<file path="src/rtl/aes_pkg.sv">
// Shared AES decrypt-side types, FSM encoding, GF(2^4) primitives and the
// composite-field isomorphism constants used by the inverse S-box lanes.
package aes_pkg;

    typedef logic [127:0] state_t;
    typedef logic [7:0]   byte_t;
    typedef logic [3:0]   nib_t;

    localparam int unsigned LAT = 6;

    typedef enum logic [1:0] {IDLE, FEED, DRAIN, HOLD} inv_sb_state_e;

    localparam byte_t      INV_AFFINE_C = 8'h63;
    localparam nib_t       GF4_LAMBDA   = 4'hC;
    localparam logic [8:0] AES_POLY     = 9'h11B;

    // GF(2^4) over w^4 + w + 1
    function automatic nib_t gf4_mul(input nib_t a, input nib_t b);
        nib_t p;
        nib_t t;
        p = '0;
        t = a;
        for (int unsigned i = 0; i < 4; i++) begin
            if (b[i]) p = p ^ t;
            t = {t[2:0], 1'b0} ^ (t[3] ? 4'h3 : 4'h0);
        end
        return p;
    endfunction

    function automatic nib_t gf4_sq(input nib_t a);
        return {a[3], a[3] ^ a[1], a[2], a[2] ^ a[0]};
    endfunction

    function automatic nib_t gf4_mul_lambda(input nib_t a);
        return gf4_mul(a, GF4_LAMBDA);
    endfunction

    // a^14 = a^-1 for a != 0, and 0 maps to 0
    function automatic nib_t gf4_inv(input nib_t a);
        nib_t s2;
        nib_t s4;
        nib_t s8;
        s2 = gf4_sq(a);
        s4 = gf4_sq(s2);
        s8 = gf4_sq(s4);
        return gf4_mul(gf4_mul(s2, s4), s8);
    endfunction

    // GF((2^4)^2) over z^2 + z + lambda, element {hi, lo}
    function automatic byte_t gf8c_mul(input byte_t a, input byte_t b);
        nib_t hh;
        hh = gf4_mul(a[7:4], b[7:4]);
        return {hh ^ gf4_mul(a[7:4], b[3:0]) ^ gf4_mul(a[3:0], b[7:4]),
                gf4_mul_lambda(hh) ^ gf4_mul(a[3:0], b[3:0])};
    endfunction

    function automatic byte_t iso_apply(input logic [63:0] cols, input byte_t a);
        byte_t r;
        r = '0;
        for (int unsigned i = 0; i < 8; i++) begin
            if (a[i]) r = r ^ cols[8*i +: 8];
        end
        return r;
    endfunction

    // Columns are powers of a composite-field root of the AES polynomial,
    // so x^i -> beta^i is a field isomorphism by construction.
    function automatic logic [63:0] calc_iso_fwd();
        byte_t      root;
        byte_t      p;
        byte_t      acc;
        logic [63:0] cols;
        root = '0;
        for (int unsigned c = 2; c < 256; c++) begin
            p   = 8'h01;
            acc = '0;
            for (int unsigned i = 0; i < 9; i++) begin
                if (AES_POLY[i]) acc = acc ^ p;
                p = gf8c_mul(p, byte_t'(c));
            end
            if (acc == '0 && root == '0) root = byte_t'(c);
        end
        p    = 8'h01;
        cols = '0;
        for (int unsigned i = 0; i < 8; i++) begin
            cols[8*i +: 8] = p;
            p = gf8c_mul(p, root);
        end
        return cols;
    endfunction

    function automatic logic [63:0] calc_iso_inv(input logic [63:0] fwd);
        logic [63:0] cols;
        byte_t       d;
        cols = '0;
        for (int unsigned a = 0; a < 256; a++) begin
            d = iso_apply(fwd, byte_t'(a));
            for (int unsigned j = 0; j < 8; j++) begin
                if (d == byte_t'(1 << j)) cols[8*j +: 8] = byte_t'(a);
            end
        end
        return cols;
    endfunction

    localparam logic [63:0] ISO_FWD = calc_iso_fwd();
    localparam logic [63:0] ISO_INV = calc_iso_inv(ISO_FWD);

endpackage

</file>
<file path="src/rtl/inv_sub_bytes_inv_sbox.sv">
// Six-stage pipelined AES inverse S-box: inverse affine, composite-field
// inversion in GF((2^4)^2), inverse isomorphic map back to the AES basis.
module inv_sbox
    import aes_pkg::*;
(
    input  logic       clk,
    input  logic       rst,
    input  logic [7:0] x,
    output logic [7:0] y
);

    byte_t r_x;
    byte_t r_iso;
    nib_t  r_h3;
    nib_t  r_l3;
    nib_t  r_sq3;
    nib_t  r_pr3;
    nib_t  r_h4;
    nib_t  r_l4;
    nib_t  r_inv4;
    byte_t r_mul5;
    byte_t r_y;

    byte_t w_v;
    byte_t w_aff;

    // 0x63 stripped first, so the remaining inverse affine map is purely linear
    always_comb begin
        w_v   = r_x ^ INV_AFFINE_C;
        w_aff = {w_v[6:0], w_v[7]} ^ {w_v[4:0], w_v[7:5]} ^ {w_v[1:0], w_v[7:2]};
    end

    always_ff @(posedge clk) begin
        if (!rst) begin
            r_x    <= '0;
            r_iso  <= '0;
            r_h3   <= '0;
            r_l3   <= '0;
            r_sq3  <= '0;
            r_pr3  <= '0;
            r_h4   <= '0;
            r_l4   <= '0;
            r_inv4 <= '0;
            r_mul5 <= '0;
            r_y    <= '0;
        end else begin
            r_x    <= x;
            r_iso  <= iso_apply(ISO_FWD, w_aff);
            r_h3   <= r_iso[7:4];
            r_l3   <= r_iso[3:0];
            r_sq3  <= gf4_mul_lambda(gf4_sq(r_iso[7:4]));
            r_pr3  <= gf4_mul(r_iso[7:4] ^ r_iso[3:0], r_iso[3:0]);
            r_h4   <= r_h3;
            r_l4   <= r_l3;
            r_inv4 <= gf4_inv(r_sq3 ^ r_pr3);
            r_mul5 <= {gf4_mul(r_h4, r_inv4), gf4_mul(r_h4 ^ r_l4, r_inv4)};
            r_y    <= iso_apply(ISO_INV, r_mul5);
        end
    end

    assign y = r_y;

endmodule

</file>
<file path="src/rtl/inv_sub_bytes.sv">
// Column-serial AES InvSubBytes over a valid/ready handshake, one block in flight.
// Define INV_SHIFT_ROWS_EN to fold InvShiftRows into the input capture.
module inv_sub_bytes
    import aes_pkg::*;
(
    input  logic         clk,
    input  logic         rst,
    input  logic [127:0] in_state,
    input  logic         in_valid,
    output logic         in_ready,
    output logic [127:0] out_state,
    output logic         out_valid,
    input  logic         out_ready
);

    inv_sb_state_e  r_state;
    logic [31:0]    r_in_col  [4];
    logic [31:0]    r_out_col [4];
    logic [1:0]     r_feed_cnt;
    logic [1:0]     r_wr_cnt;
    logic [LAT-1:0] r_tag;
    logic           r_out_valid;

    state_t      w_cap;
    logic        w_feed;
    logic        w_tag_out;
    logic [31:0] w_col;
    logic [31:0] w_res_col;

    always_comb begin
        w_cap = in_state;
`ifdef INV_SHIFT_ROWS_EN
        for (int unsigned c = 0; c < 4; c++) begin
            for (int unsigned r = 0; r < 4; r++) begin
                w_cap[127 - 8*(r + 4*c) -: 8] = in_state[127 - 8*(r + 4*((c + 4 - r) % 4)) -: 8];
            end
        end
`endif
    end

    assign w_feed    = (r_state == FEED);
    assign w_tag_out = r_tag[LAT-1];
    assign w_col     = w_feed ? r_in_col[r_feed_cnt] : '0;

    for (genvar g = 0; g < 4; g++) begin : g_lane
        inv_sbox u_inv_sbox (
            .clk (clk),
            .rst (rst),
            .x   (w_col[31 - 8*g -: 8]),
            .y   (w_res_col[31 - 8*g -: 8])
        );
    end

    always_ff @(posedge clk) begin
        if (!rst) begin
            r_state     <= IDLE;
            r_feed_cnt  <= '0;
            r_wr_cnt    <= '0;
            r_tag       <= '0;
            r_out_valid <= 1'b0;
            for (int unsigned c = 0; c < 4; c++) begin
                r_in_col[c]  <= '0;
                r_out_col[c] <= '0;
            end
        end else begin
            r_tag <= {r_tag[LAT-2:0], w_feed};
            // The tag marks a lane result from this block; lanes otherwise carry don't-care data
            if (w_tag_out) begin
                r_out_col[r_wr_cnt] <= w_res_col;
                r_wr_cnt            <= r_wr_cnt + 2'd1;
            end
            case (r_state)
                IDLE: begin
                    if (in_valid) begin
                        for (int unsigned c = 0; c < 4; c++) begin
                            r_in_col[c] <= w_cap[127 - 32*c -: 32];
                        end
                        r_feed_cnt <= '0;
                        r_state    <= FEED;
                    end
                end
                FEED: begin
                    r_feed_cnt <= r_feed_cnt + 2'd1;
                    if (r_feed_cnt == 2'd3) r_state <= DRAIN;
                end
                DRAIN: begin
                    if (w_tag_out && r_wr_cnt == 2'd3) begin
                        r_state     <= HOLD;
                        r_out_valid <= 1'b1;
                    end
                end
                HOLD: begin
                    if (out_ready) begin
                        r_state     <= IDLE;
                        r_out_valid <= 1'b0;
                    end
                end
                default: r_state <= IDLE;
            endcase
        end
    end

    assign in_ready  = (r_state == IDLE) && rst;
    assign out_valid = r_out_valid;
    assign out_state = {r_out_col[0], r_out_col[1], r_out_col[2], r_out_col[3]};

endmodule

</file>
<file path="config.mk">
export PLATFORM = sky130hd
export DESIGN_NAME = inv_sub_bytes
export DESIGN_NICKNAME = d
export VERILOG_FILES = /design/src/rtl/aes_pkg.sv /design/src/rtl/inv_sub_bytes_inv_sbox.sv /design/src/rtl/inv_sub_bytes.sv
export SDC_FILE = /design/constraint.sdc
export NUM_CORES = 1
export LEC_CHECK = 0
export ABC_AREA = 1
export CORE_ASPECT_RATIO = 1.1
export CORE_MARGIN = 4
export CORE_UTILIZATION = 35
export CTS_CLUSTER_SIZE = 25
export DETAILED_ROUTE_END_ITERATION = 8
export SLEW_MARGIN = 40
export SYNTH_ARGS = -nofsm -noshare
export SYNTH_HDL_FRONTEND = slang
export SYNTH_SLANG_ARGS = --single-unit
</file>
<file path="constraint.sdc">
create_clock -name clk -period 5.2 [get_ports clk]
set_clock_uncertainty 0.15 [all_clocks]
set_input_delay 0.52 -clock clk [delete_from_list [all_inputs] [get_ports clk]]
set_output_delay 0.52 -clock clk [all_outputs]
set_load 0.02 [all_outputs]
</file>
==> results of run 1 <==
state kept, by name (all words and copies together) (netlist names):
signal,cells
g_lane.u_inv_sbox.r_h3,16
g_lane.u_inv_sbox.r_h4,16
g_lane.u_inv_sbox.r_inv4,16
g_lane.u_inv_sbox.r_iso,32
g_lane.u_inv_sbox.r_l3,16
g_lane.u_inv_sbox.r_l4,16
g_lane.u_inv_sbox.r_mul5,32
g_lane.u_inv_sbox.r_pr3,16
g_lane.u_inv_sbox.r_sq3,16
g_lane.u_inv_sbox.r_x,32
g_lane.u_inv_sbox.y,32
out_valid,1
r_feed_cnt,2
r_in_col,128
r_out_col,128
r_state,2
r_tag,6
r_wr_cnt,2
area by class of cell:
class                   count  area [um2]
well taps                 918        1150
clock buffers              70        1560
repair buffers            281        2780
clock inverters            32         238
multi-input cells        1838        9400
inverters                 399        1510
fillers                  6599       38300
flip-flops and latches    509       12800
through the flow:
stage	worst slack, ps	utilization	total power, uW	cells	hold slack [ps]
floorplan	592	-	11600	2830	240
global placement	2290	0.407	13100	3944	242
detailed placement	2180	0.407	13200	3945	249
CTS	2270	0.434	17000	4047	92.1
global route	2060	0.434	18400	4047	141
finish	2300	0.434	16900	4047	141
synthesized netlist by cell type, drive strengths merged:
cell type | count | area share
nor2 | 545 | 0.086
nand2 | 524 | 0.087
inv | 399 | 0.063
edfxtp | 256 | 0.32
dfxtp | 253 | 0.21
xnor2 | 142 | 0.053
a21oi | 140 | 0.029
o21ai | 132 | 0.028
nand3 | 124 | 0.028
xor2 | 121 | 0.045
clkbuf | 71 | 0.011
or2 | 24 | 0.0063
nor3 | 23 | 0.0048
o21a | 18 | 0.0056
ha | 14 | 0.0073
buf | 13 | 0.0027
nand3b | 7 | 0.0022
nand4 | 6 | 0.0016
a21boi | 4 | 0.0013
fa | 4 | 0.0033
a211oi | 3 | 0.00094
nor3b | 3 | 0.00094
o211ai | 3 | 0.00094
a31oi | 1 | 0.00026
kinds of logic after synthesis:
logic type | count (synthesis)
fa+ha+maj | 18
compound gates | 301
xor+xnor | 263
flops | 509
simple gates | 1256
buf+inv | 483
final timing paths:
check	startpoint	end	slack (ps)	cells after the start
worst max-delay path	r_state[0]	in_ready	2300	5
worst min-delay path	rst	g_lane[1].u_inv_sbox.r_inv4[2]	140	3
worst max register to register	g_lane[3].u_inv_sbox.r_sq3[2]	g_lane[3].u_inv_sbox.r_inv4[3]	2390	17
worst min register to register	g_lane[0].u_inv_sbox.r_h3[1]	g_lane[0].u_inv_sbox.r_h4[1]	260	2
power by group:
| part | leakage [uW] | internal [uW] | switching, uW |
|---|---|---|---|
| combinational | 0.00673 | 2690 | 4800 |
| sequential | 0.00476 | 5050 | 514 |
| clock | 0.000880 | 2180 | 1630 |
| total | 0.0124 | 9920 | 6940 |
per-layer routing:
metal	up-vias	global-route usage	part of all wire
li1	9366	-	-
met1	7878	0.183	0.46
met2	404	0.245	0.47
met3	64	0.0259	0.056
met4	0	0.0385	0.021
met5	-	0	0
worst max-delay path: stages, from the launching register on:
cell and delay (ps):
dfxtp_1 330, inv_1 110, ha_1 270, nand2_1 70
inv_1 160, clkdlybuf4s50_1 670
==> qor.csv, run 1 <==
metric;value;unit
die-width;257;um
ys_types;40;
crit_path_end_kind;output port;
crit_fanout;5;
clk_pin_slew;60;ps
vias;17700;
post_cts_resized;0;
finalSetupViolCount;0;
hold_violations;0;
synth_fa_ha_area_frac;0.0107;
post-route-period-util;0.557;
ctsHoldBuffers;0;
final_cell_mix;nor2_1 (542), nand2_1 (478), inv_1 (394), clkdlybuf4s50_1 (260), edfxtp_1 (256);
wl_per_cell;13.1;um
yosysWarnings;0;
n_antenna_cell;0;
place.gp.congestion;0.849;
tightest_slew;683;ps
power.density;574;mW/mm2
place_hpwl;38100;um
clockRootBuffer;clkbuf_16;
start_kind;flop;
grt_usage;0.141;
final_common_cell;nor2_1;
status;finished, final reports clean;
dr.pass1.iters;5;
antenna_found_initial;0;
grt_pass1_wl;85400;um
tns;0;ps
post_dp_cell_area;0.0276;mm2
worstSkewPairLatency;600;ps
cellLeakagePower;0.0124;uW
ant_nets;0;
slew_headroom;0.545;
area_delta_synth_final;22.7;%
grt_pass1_vias;16900;
post_cts_buffers;0;
synth_cells;2830;
synth_compound_area_frac;0.0662;
synth-simple-area-share;0.216;
final_area;0.0294;mm2
viasPerCell;4.38;
rsz0062_at_grt;false;
max_freq;345;MHz
fin_nets;3233;
clock_sinks;509;
rows;100;
overflow;0;
fp.coreArea;0.0677;mm2
hold_class;in -> reg;
syn-num-nets;2980;
cap_violations;0;
cts_tree;built;
htree_levels;2;
slew_viol_final;0;
fin_crit;2900;ps
ys_ff_latch;509;
clockBufferDepth;3;
die_h;282;um
synth_xor_area_frac;0.0977;
die_area;0.0727;mm2
synth_seq_area_share;0.532;
syn_area;0.0239;mm2
cp_data_arrival_time;2230;ps
numCtsBuffers;54;
synth_top_family_by_area;simple AND/OR/NAND/NOR gates;
synthMuxAreaShare;0;
worstPathRequired;4530;ps
drtIter0Drc;938;
setup.worst_path.class;reg -> out;
avgSynthCellArea;8.46;um2
wirelength;52800;um
start_util;0.354;
pin_count;262;
numPortBuffers;261;
grt_max_degree;90;
drive_above_1_share;0.0668;
drcViolationCount;0;
ir_drop;276;uV
(Power assumes the default switching activity.)
==> run 2: changes to the inputs <==
Clock period 5.2 ns to 2.7 ns, I/O delays scaled along.
==> run 2 against run 1 <==
  * Sequential share of layout area shrank 0.73 points
  * Via count grew 0.32%
  * Global-route usage shrank 0.29 points
==> qor.csv, run 2 (synthesized netlist as in run 1, its figures left out) <==
metric;value;unit;change
fin_crit;2550;ps;
die_h;282;um;unchanged
fp.coreArea;0.0677;mm2;unchanged
vias;17800;;+0.32%
final_cells;4083;;+0.89%
grt_pass1_wl;84600;um;-0.96%
viasPerCell;4.35;;-0.56%
numCtsBuffers;54;;unchanged
n_antenna_cell;0;;unchanged
cellLeakagePower;0.0126;uW;+1.8%
slew_headroom;0.485;;-0.0596
fin_nets;3270;;+1.1%
ant_nets;0;;unchanged
r2r_cells;17;;unchanged
post_dp_cell_area;0.0278;mm2;+0.89%
cpPeakStageDelay;570;ps;-100 ps
worstPathRequired;3030;ps;-1500 ps
cpMostUsedCell;nand2_2;;
area_delta_synth_final;25.0;%;
post-route-util;0.442;;+0.00817
start_util;0.354;;unchanged
power.density;1130;mW/mm2;+97%
clock_sinks;509;;unchanged
crit_fanout;5;;unchanged
clk_pin_slew;60;ps;about the same
final_common_cell;nor2_1;;
drive_above_1_share;0.0916;;+0.0248
cap_violations;0;;unchanged
wirelength;51600;um;-2.3%
wl_per_cell;12.6;um;-3.1%
max_freq;392;MHz;
clockRootBuffer;clkbuf_16;;
rsz0062_at_grt;true;;
fin_total_pwr;33800;uW;+100%
crit_path_end_kind;flop;;
htree_levels;2;;unchanged
tightest_slew;772;ps;+89.4 ps
dr.pass1.iters;5;;unchanged
place.gp.congestion;0.822;;-3.3%
place_hpwl;36600;um;-3.9%
worstSkewPairLatency;590;ps;about the same
hold_violations;0;;unchanged
final_cell_mix;nor2_1 (542), nand2_1 (453), inv_1 (389), clkdlybuf4s50_1 (260), edfxtp_1 (256);;
pin_count;262;;unchanged
drtIter0Drc;802;;-14%
antenna_found_initial;0;;unchanged
ir_drop;524;uV;+90%
slew_viol_final;0;;unchanged
die-width;257;um;unchanged
top_regs;r_in_col x128, r_out_col x128;;
post-route-period-util;0.944;;
status;finished, final reports clean;;
grt_pass1_vias;17000;;+0.78%
setup.worst_path.class;reg -> reg;;
whs;162;ps;+20.7 ps
numPortBuffers;261;;unchanged
grt_usage;0.138;;-0.00290
hold_class;in -> reg;;
finalSetupViolCount;0;;unchanged
grt_max_degree;82;;-8.9%
die_area;0.0727;mm2;unchanged
dp_cells;3971;;+0.66%
cts_tree;built;;
cpMaxStageDelayCell;fa_1;;
rows;100;;unchanged
clockBufferDepth;3;;unchanged
overflow;0;;unchanged
start_kind;flop;;
drcViolationCount;0;;unchanged
whs_path_depth;3;;unchanged
cp_data_arrival_time;2880;ps;+650 ps
path_cells;inv_1, nand2_1, nand2_2, nand2_2, nand2_4, fa_1, inv_2, nand2_2, nand3_2, nand2_2, nand3_4, nand2_4, nand3_1, a21oi_1, nand3_1, nand2_1, nor2_1;;
final_area;0.0299;mm2;+1.9%
[run 2: cell types whose count changed in the layout (fill, tap and decap cells not counted), sizes merged]
cell / before / now
buf: 21 / 57
bufinv: 1 / 6
dlygate4sd3: 0 / 1
clkinvlp: 7 / 4
clkinv: 18 / 13
clkbuf: 70 / 76
inv: 405 / 401
[run 2: final timing paths]
| kind | start | end | slack, ps |
|---|---|---|---|
| max reg2reg | g_lane[0].u_inv_sbox.r_sq3[0] | g_lane[0].u_inv_sbox.r_inv4[1] | 150 |
| max | g_lane[0].u_inv_sbox.r_sq3[0] | g_lane[0].u_inv_sbox.r_inv4[1] | 150 |
| min | in_state[27] | r_in_col[3][27] | 160 |
| min reg2reg | g_lane[2].u_inv_sbox.r_l3[0] | g_lane[2].u_inv_sbox.r_l4[0] | 250 |
[run 2: critical path, delay by kind of cell, from the launching register on]
kind | cells | cell delay (ps)
AOI/OAI and AO/OA | 1 | 230
adders and majority gates | 1 | 570
buffers and inverters | 2 | 120
DFF | 1 | 330
and+or+nand+nor | 13 | 1040
[run 2: metal layers]
metal,routed length [um],share of wire,track usage
met3,2760,0.054,0.0275
met4,881,0.017,0.0314
met5,0,0,0
met1,23800,0.46,0.180
met2,24200,0.47,0.241
[run 2: power breakdown]
part / internal [uW] / switching [uW]
Combinational: 5810 / 9800
Clock: 4520 / 2990
Sequential: 9750 / 906
[run 2: layout make-up]
cell class	count	area (um2)
Tap cell	918	1150
Inverter	399	1510
Timing Repair Buffer	318	3120
Clock buffer	76	1530
Sequential cell	509	12800
Clock inverter	25	294
Multi-Input combinational cell	1838	9580
Fill cell	6605	37700
[run 2: repair_timing]
action | 4_1_cts | 5_1_grt
hold buffers | 1 | 0
pin swaps | 1 | 27
resized for setup | 2 | 67
endpoints found under the hold margin | 10 | 0
setup buffers | 0 | 10
endpoints found under the setup margin | 1 | 14
[run 2: stage by stage]
stage / worst slack, ps / setup TNS, ps
after global routing: -71.7 / -163
after CTS: 6.79 / 0
after detailed placement: -2.63 / -2.63
final: 152 / 0
after global placement: 74.4 / 0
after floorplan: 11.7 / 0
==> run 3: changes to the inputs <==
Settings changed: CORE_UTILIZATION 35 to 57, GPL_TIMING_DRIVEN from default to 0, PLACE_DENSITY from default to 0.8.
==> run 3 against run 2 <==
  * Fmax down 4.0%
  * Register-to-register slack lost 100 ps
  * Setup slack got worse by 100 ps
  * Combinational power increased by 6%
  * Critical path depth up 1
  * Sequential share of layout area is 0.57 points higher
  * Sequential cell count unchanged
  * Hold slack improved by 26 ps
  * First-iteration DRC count is 48% higher
  * Cell area is 1.3% lower
  * Clock power shrank 9.3%
  * Die area decreased by 38%
==> qor.csv, run 3 (synthesized netlist as in run 1, its figures left out) <==
metric;value;unit;change
worstSkewPairLatency;570;ps;-20 ps
ant_nets;0;;unchanged
clock_sinks;509;;unchanged
final_cell_mix;nor2_1 (542), nand2_1 (429), inv_1 (387), clkdlybuf4s50_1 (260), edfxtp_1 (256);;
wl_met1;21900;um;-8.0%
antenna_found_initial;0;;unchanged
routed-wl-met2;28600;um;+18%
die-width;203;um;-21%
status;finished, final reports clean;;
place.gp.congestion;0.929;;+13%
cpMostUsedCell;nand2_2;;
n_fill_cell;3017;;-54%
post-route-period-util;0.983;;+0.0389
fp.coreArea;0.0414;mm2;-39%
tightest_slew;899;ps;+126 ps
crit_path_end_kind;flop;;
clk_pin_slew;60;ps;about the same
dr.pass1.iters;6;;+1
power.density;1150;mW/mm2;+2.0%
grt_max_degree;68;;-17%
finalSetupViolCount;0;;unchanged
viasPerCell;5.12;;+18%
numPortBuffers;260;;-0.38%
numCtsBuffers;49;;-9.3%
start_kind;flop;;
dp_cells;3653;;-8.0%
slew_headroom;0.401;;-0.0843
overflow;0;;unchanged
clockRootBuffer;clkbuf_16;;
cellLeakagePower;0.0125;uW;-0.40%
cp_data_arrival_time;2950;ps;+70 ps
hold_violations;0;;unchanged
rows;78;;-22%
drcViolationCount;0;;unchanged
layout_setup_ws;47.2;ps;-105 ps
rrSetupSlack;50;ps;-100 ps
pin_count;262;;unchanged
htree_levels;2;;unchanged
hold_class;in -> reg;;
grt_usage;0.238;;+0.0992
grt_pass1_wl;89900;um;+6.3%
die_area;0.0454;mm2;-38%
grt_pass1_vias;18800;;+10%
start_util;0.579;;+0.225
drive_above_1_share;0.0945;;+0.00282
ir_drop;649;uV;+24%
path_cells;inv_2, nand2_2, nand2_4, nand2_4, nand2_2, fa_1, inv_2, nand2_1, nand3_2, nand2_1, nand3_2, nand2_4, nand2_2, xor2_2, inv_1, nand2_2, a21oi_1, nor2_1;;
crit_fanout;5;;unchanged
n_antenna_cell;0;;unchanged
max_freq;377;MHz;-4.0%
highest_layer;met4;;
top_regs;r_in_col x128, r_out_col x128;;
place_ws;-367;ps;-364 ps
fin_crit;2650;ps;+105 ps
clockBufferDepth;3;;unchanged
cpMaxStageDelayCell;fa_1;;
fin_nets;3318;;+1.5%
final_cells;3768;;-7.7%
wl_per_cell;15.1;um;+19%
rsz0062_at_grt;true;;
cap_violations;0;;unchanged
cpPeakStageDelay;550;ps;-20 ps
slew_viol_final;0;;unchanged
setup.worst_path.class;reg -> reg;;
die_h;223;um;-21%
worstPathRequired;3000;ps;-30 ps
vias;19300;;+8.5%
drtIter0Drc;1186;;+48%
ctsHoldBuffers;0;;-1
dr_wl_met3;3770;um;+36%
place_hpwl;40900;um;+12%
cts_tree;built;;
final_common_cell;nor2_1;;
area_delta_synth_final;23.4;%;
wirelength;56800;um;+10%
## run 3: changes by cell type in the layout (fill, tap and decap cells not counted), moves of 6 or more
cell,previous run,this run
clkbuf_1,16,76
buf_4,51,24
nand2_1,453,429
nand2_2,63,76
nand2_4,7,17
buf_1,0,6
buf_12,6,0
buf_2,0,6
## run 3: layer usage
metal  vias to the layer above  global-route usage
met5                         -                   0
met1                      8778               0.275
li1                       9527                   -
met4                         0               0.101
met3                       186              0.0369
met2                       791               0.436
## run 3: worst max-delay path: cells and delay by family, from the launching register on
family | cells | cell delay, ps
flip-flops | 1 | 350
adder cells (fa/ha/maj) | 1 | 550
AO/OA/AOI/OAI | 1 | 140
AND/OR/NAND/NOR | 12 | 980
XOR/XNOR | 1 | 160
buffers and inverters | 3 | 190
## run 3: timing repair
item,in CTS,in global routing
setup endpoints to repair,51,69
setup buffers,11,14
pin swaps,7,38
gates resized for setup,22,98
endpoints found under the hold margin,0,0
## run 3: path summary, 6_finish.rpt
path | to | from | cells past startpoint
setup / recovery | g_lane[3].u_inv_sbox.r_inv4[3] | g_lane[3].u_inv_sbox.r_pr3[2] | 18
hold / removal | r_in_col[1][3] | in_state[67] | 3
setup reg to reg | g_lane[3].u_inv_sbox.r_inv4[3] | g_lane[3].u_inv_sbox.r_pr3[2] | 18
hold reg to reg | g_lane[2].u_inv_sbox.r_l4[1] | g_lane[2].u_inv_sbox.r_l3[1] | 2
## run 3: area by class of cell
class,count,area (um2),share of cell area
Buffer,84,335,0.0113
Clock buffer,69,1440,0.0486
Clock inverter,22,185,0.00626
Inverter,399,1510,0.0509
Multi-Input combinational cell,1838,9750,0.330
Sequential cell,509,12800,0.432
Tap cell,560,701,0.0237
Timing Repair Buffer,287,2870,0.0969
## run 3: power breakdown
group	switching, uW	internal [uW]
registers	922	9760
clock network	2890	3920
logic	10500	6000
total	14300	19700
## run 3: metrics by stage
step | cell area [um2] | hold slack, ps | power [uW] | utilization | TNS (ps)
floorplan | 24000 | 240 | 22300 | - | 0
global placement | 27300 | 243 | 24700 | 0.659 | -181600
detailed placement | 27400 | 246 | 25400 | 0.661 | -20960
CTS | 29100 | 172 | 32600 | 0.704 | 0
global route | 29600 | 182 | 36600 | 0.714 | -441
finish | 29600 | 188 | 34000 | 0.714 | 0
